==> src/rtl/alu_share_arbiter.sv <==
// Round-robin sharing of one external combinational ALU between N_REQ requesters.
// Each requester owns a private CCR and a one-entry registered response slot.
module alu_share_arbiter #(
    parameter int DATA_W = 8,
    parameter int OP_W   = 4,
    parameter int N_REQ  = 2
) (
    input  logic                  clk,
    input  logic                  rst,
    input  logic [N_REQ-1:0]      req_valid,
    output logic [N_REQ-1:0]      req_ready,
    input  logic [N_REQ*DATA_W-1:0] req_a,
    input  logic [N_REQ*DATA_W-1:0] req_b,
    input  logic [N_REQ*OP_W-1:0] req_op,
    output logic [N_REQ-1:0]      resp_valid,
    input  logic [N_REQ-1:0]      resp_ready,
    output logic [N_REQ*DATA_W-1:0] resp_out,
    output logic [N_REQ*4-1:0]    resp_flags,
    input  logic [N_REQ-1:0]      ccr_wr_en,
    input  logic [N_REQ*4-1:0]    ccr_wr_data,
    output logic [N_REQ*4-1:0]    ccr_q,
    output logic [DATA_W-1:0]     alu_a,
    output logic [DATA_W-1:0]     alu_b,
    output logic [OP_W-1:0]       alu_opcode,
    output logic [3:0]            alu_ccr,
    input  logic [DATA_W-1:0]     alu_out,
    input  logic                  alu_z,
    input  logic                  alu_n,
    input  logic                  alu_c,
    input  logic                  alu_v
);

    localparam int PTR_W = (N_REQ > 2) ? 2 : 1;
    localparam logic [PTR_W:0]   N_REQ_W  = (PTR_W + 1)'(N_REQ);
    localparam logic [PTR_W-1:0] LAST_IDX = PTR_W'(N_REQ - 1);
    localparam logic [PTR_W-1:0] PTR_ZERO = {PTR_W{1'b0}};

    logic [N_REQ-1:0]        resp_valid_q, resp_valid_d;
    logic [N_REQ*DATA_W-1:0] resp_out_q, resp_out_d;
    logic [N_REQ*4-1:0]      resp_flags_q, resp_flags_d;
    logic [N_REQ*4-1:0]      ccr_d;
    logic [PTR_W-1:0]        rr_ptr_q, rr_ptr_d;

    logic [N_REQ-1:0] eligible_s;
    logic [PTR_W:0]   scan_idx_s;
    logic             grant_valid_s;
    logic [PTR_W-1:0] grant_idx_s;
    logic [3:0]       alu_flags_s;

    assign resp_valid  = resp_valid_q;
    assign resp_out    = resp_out_q;
    assign resp_flags  = resp_flags_q;
    assign alu_flags_s = {alu_v, alu_c, alu_n, alu_z};

    // Eligibility and round-robin scan starting at rr_ptr_q, wrapping at N_REQ.
    always_comb begin
        // A CCR write blocks its own requester so the write never races a flag update.
        eligible_s    = req_valid & ~ccr_wr_en & (~resp_valid_q | resp_ready) & {N_REQ{~rst}};
        grant_valid_s = 1'b0;
        grant_idx_s   = PTR_ZERO;
        scan_idx_s    = {(PTR_W + 1){1'b0}};
        for (int k = 0; k < N_REQ; k++) begin
            scan_idx_s = {1'b0, rr_ptr_q} + (PTR_W + 1)'(k);
            if (scan_idx_s >= N_REQ_W) begin
                scan_idx_s = scan_idx_s - N_REQ_W;
            end else begin
                scan_idx_s = scan_idx_s;
            end
            if (!grant_valid_s && eligible_s[scan_idx_s[PTR_W-1:0]]) begin
                grant_valid_s = 1'b1;
                grant_idx_s   = scan_idx_s[PTR_W-1:0];
            end else begin
                grant_valid_s = grant_valid_s;
            end
        end
    end

    // Grant handshake and ALU operand mux; everything forced to zero without a grant.
    always_comb begin
        req_ready  = {N_REQ{1'b0}};
        alu_a      = {DATA_W{1'b0}};
        alu_b      = {DATA_W{1'b0}};
        alu_opcode = {OP_W{1'b0}};
        alu_ccr    = 4'b0000;
        if (grant_valid_s) begin
            req_ready[grant_idx_s] = 1'b1;
            alu_a      = req_a[int'(grant_idx_s)*DATA_W +: DATA_W];
            alu_b      = req_b[int'(grant_idx_s)*DATA_W +: DATA_W];
            alu_opcode = req_op[int'(grant_idx_s)*OP_W +: OP_W];
            alu_ccr    = ccr_q[int'(grant_idx_s)*4 +: 4];
        end else begin
            req_ready = {N_REQ{1'b0}};
        end
    end

    // Next state: consume frees a slot, a grant (re)fills it, CCR writes and updates.
    always_comb begin
        resp_valid_d = resp_valid_q & ~resp_ready;
        resp_out_d   = resp_out_q;
        resp_flags_d = resp_flags_q;
        ccr_d        = ccr_q;
        rr_ptr_d     = rr_ptr_q;
        for (int i = 0; i < N_REQ; i++) begin
            if (ccr_wr_en[i]) begin
                ccr_d[i*4 +: 4] = ccr_wr_data[i*4 +: 4];
            end else begin
                ccr_d[i*4 +: 4] = ccr_q[i*4 +: 4];
            end
        end
        if (grant_valid_s) begin
            resp_valid_d[grant_idx_s]                    = 1'b1;
            resp_out_d[int'(grant_idx_s)*DATA_W +: DATA_W] = alu_out;
            resp_flags_d[int'(grant_idx_s)*4 +: 4]       = alu_flags_s;
            ccr_d[int'(grant_idx_s)*4 +: 4]              = alu_flags_s;
            if (grant_idx_s == LAST_IDX) begin
                rr_ptr_d = PTR_ZERO;
            end else begin
                rr_ptr_d = grant_idx_s + {{(PTR_W-1){1'b0}}, 1'b1};
            end
        end else begin
            rr_ptr_d = rr_ptr_q;
        end
    end

    // State registers with synchronous reset.
    always_ff @(posedge clk) begin
        if (rst) begin
            resp_valid_q <= {N_REQ{1'b0}};
            resp_out_q   <= {(N_REQ*DATA_W){1'b0}};
            resp_flags_q <= {(N_REQ*4){1'b0}};
            ccr_q        <= {(N_REQ*4){1'b0}};
            rr_ptr_q     <= PTR_ZERO;
        end else begin
            resp_valid_q <= resp_valid_d;
            resp_out_q   <= resp_out_d;
            resp_flags_q <= resp_flags_d;
            ccr_q        <= ccr_d;
            rr_ptr_q     <= rr_ptr_d;
        end
    end

endmodule

==> config.mk <==
export PLATFORM = sky130hd
export DESIGN_NAME = alu_share_arbiter
export DESIGN_NICKNAME = d
export VERILOG_FILES = /design/src/rtl/alu_share_arbiter.sv
export SDC_FILE = /design/constraint.sdc
export NUM_CORES = 1
export LEC_CHECK = 0
export CAP_MARGIN = 20
export CORE_MARGIN = 3
export CORE_UTILIZATION = 25
export DETAILED_ROUTE_END_ITERATION = 7
export SLEW_MARGIN = 0
export SYNTH_ARGS = -nofsm -noshare
export SYNTH_HDL_FRONTEND = slang
export SYNTH_SLANG_ARGS = --single-unit
==> constraint.sdc <==
create_clock -name clk -period 4.1 [get_ports clk]
set_clock_uncertainty 0.1 [all_clocks]
set_input_delay 0.82 -clock clk [delete_from_list [all_inputs] [get_ports clk]]
set_output_delay 0.82 -clock clk [all_outputs]
set_load 0.1 [all_outputs]
-- Yosys cells after proc, flatten, opt, wreduce, memory -nomap -nowiden
Cells that the tools add are included.
Widths: inputs -> output; s select.
- muxes and demuxes: 25
- bitwise logic cells: 10
- $add $sub $neg: 6
- shift operators: 8
- reduce and logical (&&, ||, !) cells: 3
- $lt $le $gt $ge: 6
- operator list (cell ; count):
    $neg 3->33 ; 1
    $neg 4->33 ; 1
    $shift 4x33->8 const A ; 1
    $shift 8x33->16 const A ; 1
    $shiftx 4x33->8 ; 1
    $shiftx 8x33->16 ; 1
    $shiftx 16x5->8 ; 2
    $mux 8 ; 3
    $bwmux 16 ; 1
    $bwmux 8 ; 2
    $mux 4 ; 4
    $shiftx 8x4->4 ; 2
    $mux 1 ; 12
    $and 2x2->2 ; 4
    $lt 1x2->1 const B ; 3
    $not 2->2 ; 3
    $mux 2 ; 2
    $or 2x2->2 ; 2
    $add 1x1->2 const B ; 1
    $ge 1x2->1 const B ; 1
    $ge 2x2->1 const B ; 1
    $logic_and 1x1->1 ; 2
    $sub 1x1->1 const B ; 2
    $add 1x1->1 const B ; 1
    other kinds (4) ; 4
- bits of input ports: 68
- word-level logic and storage cells: 63
- register bits after elaboration: 35

-- Longest topological paths before layout
- depth in word-level cells: 16
- mapped depth: 5

-- Worst setup path before layout
Ideal clock, no wire load.
- kind: register -> output
- start: register resp_valid_q[0], in the netlist resp_valid[0]
- end: output alu_ccr[0]
- data required time: 3.180 ns
- path slack: -0.212 ns
- arrival time: 3.392 ns
- cell stages (with the launch flop): 6
- path buffers: 1
- path through: dfxtp_1 > nand2b_1 > a311oi_4 > buf_2 > a22oi_1 > nor2_1
- cells in the longest elaborated chain, start to end: 12
- RTL lines (what ; RTL line ; text):
    from (decl) ; 38 ; logic [N_REQ-1:0] resp_valid_q, resp_valid_d;
    from (signal assigned) ; 128 ; resp_valid_q <= {N_REQ{1'b0}};
    from (signal assigned) ; 134 ; resp_valid_q <= resp_valid_d;
    $not 2->2 * ; 58 ; eligible_s = req_valid & ~ccr_wr_en & (~resp_valid_q | resp_ready) & {N_REQ{~rst}};
    $or 2x2->2 * ; 58 ;
    $and 2x2->2 * (2 in a row) ; 58 ;
    $mux 1 (implied by the code) (2 in a row) ; 69 ; if (!grant_valid_s && eligible_s[scan_idx_s[PTR_W-1:0]]) begin
    $mux 1 ; 69 ;
    $logic_not 1->1 ; 69 ;
    $logic_and 1x1->1 ; 69 ;
    $mux 1 ; 69 ;
    $shiftx 8x4->4 ; 90 ; alu_ccr = ccr_q[int'(grant_idx_s)*4 +: 4];
    $mux 4 * ; 85 ; if (grant_valid_s) begin
    to (decl) ; 25 ; output logic [3:0] alu_ccr,
Every way passes the cells marked *; elsewhere a longest branch is shown, timed or not. The select of a mux whose other input is x is not followed.

-- Worst setup path after layout
- start: input ccr_wr_en[0]
- end: output alu_a[7]
- cells in the longest elaborated chain, start to end: 12
- RTL lines (what ; RTL line ; text):
    from (decl) ; 19 ; input logic [N_REQ-1:0] ccr_wr_en,
    $not 2->2 * ; 58 ;
    $and 2x2->2 * (3 in a row) ; 58 ;
    $mux 1 (implied by the code) (2 in a row) ; 69 ;
    $mux 1 ; 69 ;
    $logic_not 1->1 ; 69 ;
    $logic_and 1x1->1 ; 69 ;
    $mux 1 ; 69 ;
    $shiftx 16x5->8 ; 87 ; alu_a = req_a[int'(grant_idx_s)*DATA_W +: DATA_W];
    $mux 8 * ; 85 ;
    to (decl) ; 22 ; output logic [DATA_W-1:0] alu_a,
Marks and branches as above.

==> qor.txt <==
Status: completed
ANT nets after route: 0
DRT Pass-1 Iters: 4
Core area: 6460 um2
Rows: 29
LEAKAGE: 1.23 nW
Post-synth net total: 282
Setup TNS: 0 ns
Non-filler cells, final: 419
R2R depth: 6
GRT overflow: 0
Clk network pwr share: 21.6%
Hold Crit Start: resp_out[1]
Max Transition Viols Final: 0
Worst-margin pin slew: 1.01 ns
Cell area after synthesis: 1700 um2
Dpl cells: 411
Routed WL: 6680 um
CTS tree: built
Min setup slack post-route: 0.359 ns
Startpoint types: primary input
Setup crit end kind: output port
First-pass GRT wire length: 10100 um
Die Span Y: 88.4 um
Seq pwr share: 34.5%
Yosys warnings: 0
Fin crit period: 3.74 ns
Starting Density: 26.3%
H-tree levels: 2
FMAX: 267 MHz
Post-synth cell types: 18
Initial antenna violation count: 0
Vias in the first global route: 1989
WHS Path Cells: 2
P_int: 0.000642 W
Worst vdd ir: 188 uV
Gr usage total: 16.9%
Register area share after synthesis: 41.2%
Routed vias: 2011
Drt drc: 0
Final GP Congestion: 0.753
Die width: 88.4 um
WP data arrival: 2.82 ns
Critical Path Source: ccr_wr_en[0]
Dominant cells by area after synthesis: dfxtp_1 (41%), nand2_1 (12%), a22oi_1 (11%)
Postcts setup bufs: 0
Flops & latches, synth: 35
Pin count of the biggest net entering global routing: 31
Hold buffer count at CTS: 0
Crit path required time: 3.18 ns
Dpl hpwl: 5210 um
Share of layout cells above drive strength 1: 22.5%
Sw Share: 40.4%
Number of DRC markers in iteration 0: 66
Pre-CTS setup slack: 0.313 ns
Post-CTS sizing: 0
Crit-path max FO: 26
WL/cell: 15.9 um
Total CTS buffers: 5
CTS root buf: clkbuf_8
Drt via density: 4.80
Fin nets: 409
Reg clk slew, reported paths: 0.06 ns
Max-cap check violation count: 0
Final hold violation count: 0
Psw: 0.000435 W
Post-synth top area cell: dfxtp_1
DIE AREA: 7820 um2
Area growth, synth to finish: 103%
ANT cells: 0
Max clock buf depth: 2
Setup violations, final: 0
RSZ-0062 raised after global routing: false
Worst hold slack: 0.355 ns
Kind of critical path: in2out
Gate Count Post-Synth: 214
Port bufs: 127
Sink Count: 35
FF-to-FF Start: resp_valid[1]
Period utilization: 91.3%
Top-area cell type share of the netlist area: 41.2%
Synthesized area per cell: 7.94 um2
Combinational power share: 43.9%
IO Count: 128
Cell Pwr Density: 313 nW/um2
Clock Latency Late Sink: 0.28 ns
Min-delay worst type: reg2reg
Slew margin rel.: 32.6%
-- cells in the mapped netlist (all sizes together) --
cell and instances:
inv 1, nor2b 4, o311ai 2, nor2 26, nand3 1, dfxtp 35
nand2b 4, a311oi 2, clkbuf 6, a22oi 24, a21oi 35, mux2 8
buf 9, o21ai 1, nand2 56
-- per-stage QoR --
| step | util (%) | total power [W] | cell area [um2] |
|---|---|---|---|
| floorplan | - | 0.000676 | 1750 |
| global placement | 52.1 | 0.000853 | 3360 |
| detailed placement | 52.1 | 0.000855 | 3360 |
| CTS | 53.3 | 0.00109 | 3440 |
| global route | 53.3 | 0.00113 | 3440 |
| finish | 53.3 | 0.00108 | 3440 |
-- routing by layer --
metal	routed length [um]	GRT usage (%)
met1	2840	21.8
met2	3160	28.3
met3	655	5.03
met4	34	3.30
met5	0	0
-- sequential cells by signal, indices dropped and copies added (netlist names) --
signal and flops:
ccr_q 8, resp_flags 8, resp_out 16, resp_valid 2
rr_ptr_q 1
-- cells by family (layout without fill, tap and decap cells) --
family | Yosys count | in the layout | synth area share, %
AOI/OAI and AO/OA | 64 | 64 | 27.4
and+or+nand+nor | 91 | 91 | 21.5
buffers and inverters | 16 | 144 | 4.56
DFF | 35 | 35 | 41.2
muxes | 8 | 8 | 5.30
-- critical path, stage by stage --
cell             delay (ns)
clkdlybuf4s50_1        0.65
nor2b_2                0.14
a311oi_4               0.32
buf_4                  0.33
a22oi_1                0.14
nor2_1                 0.20
buf_12                 0.21
-- final timing paths --
kind	endpoint	slack, ns
worst max-delay path	alu_a[7]	0.36
worst min-delay path	resp_out[1]	0.35
worst max register to register	resp_flags[1]	2.30
worst min register to register	resp_out[1]	0.35
-- power by group through the flow --
| stage | clock [W] | combinational (W) | sequential (W) |
|---|---|---|---|
| finish | 0.000233 | 0.000473 | 0.000372 |
| global route | 0.000263 | 0.000493 | 0.000375 |
| CTS | 0.000242 | 0.000477 | 0.000372 |
| detailed placement | 0 | 0.000476 | 0.000380 |
| global placement | 0 | 0.000474 | 0.000379 |
| floorplan | 0 | 0.000169 | 0.000507 |
-- cell type report --
cell class | count | area [um2]
clock buffers | 7 | 76.3
clock inverters | 1 | 5.00
fillers | 609 | 3010
inverters | 1 | 3.75
multi-input cells | 163 | 976
flip-flops and latches | 35 | 701
well taps | 77 | 96.3
repair buffers | 135 | 1590
-- cell usage in the layout (no fill, tap or decap) --
cell,synthesis,final
clkdlybuf4s50_1,0,100
nand2_1,56,56
a21oi_1,35,35
dfxtp_1,35,35
buf_12,0,26
a22oi_1,24,24
nor2_2,0,22
mux2_2,8,8
buf_4,3,8
clkbuf_8,0,5
nand2b_1,4,4
nor2_1,26,4
nor2b_1,3,3
o311ai_4,2,2
a311oi_4,2,2
clkbuf_1,6,2
inv_2,1,1
nor2b_2,1,1
nand3_1,1,1
o21ai_0,1,1
clkinv_2,0,1
buf_2,5,1
Note: power is estimated with default switching activity, not from simulation.
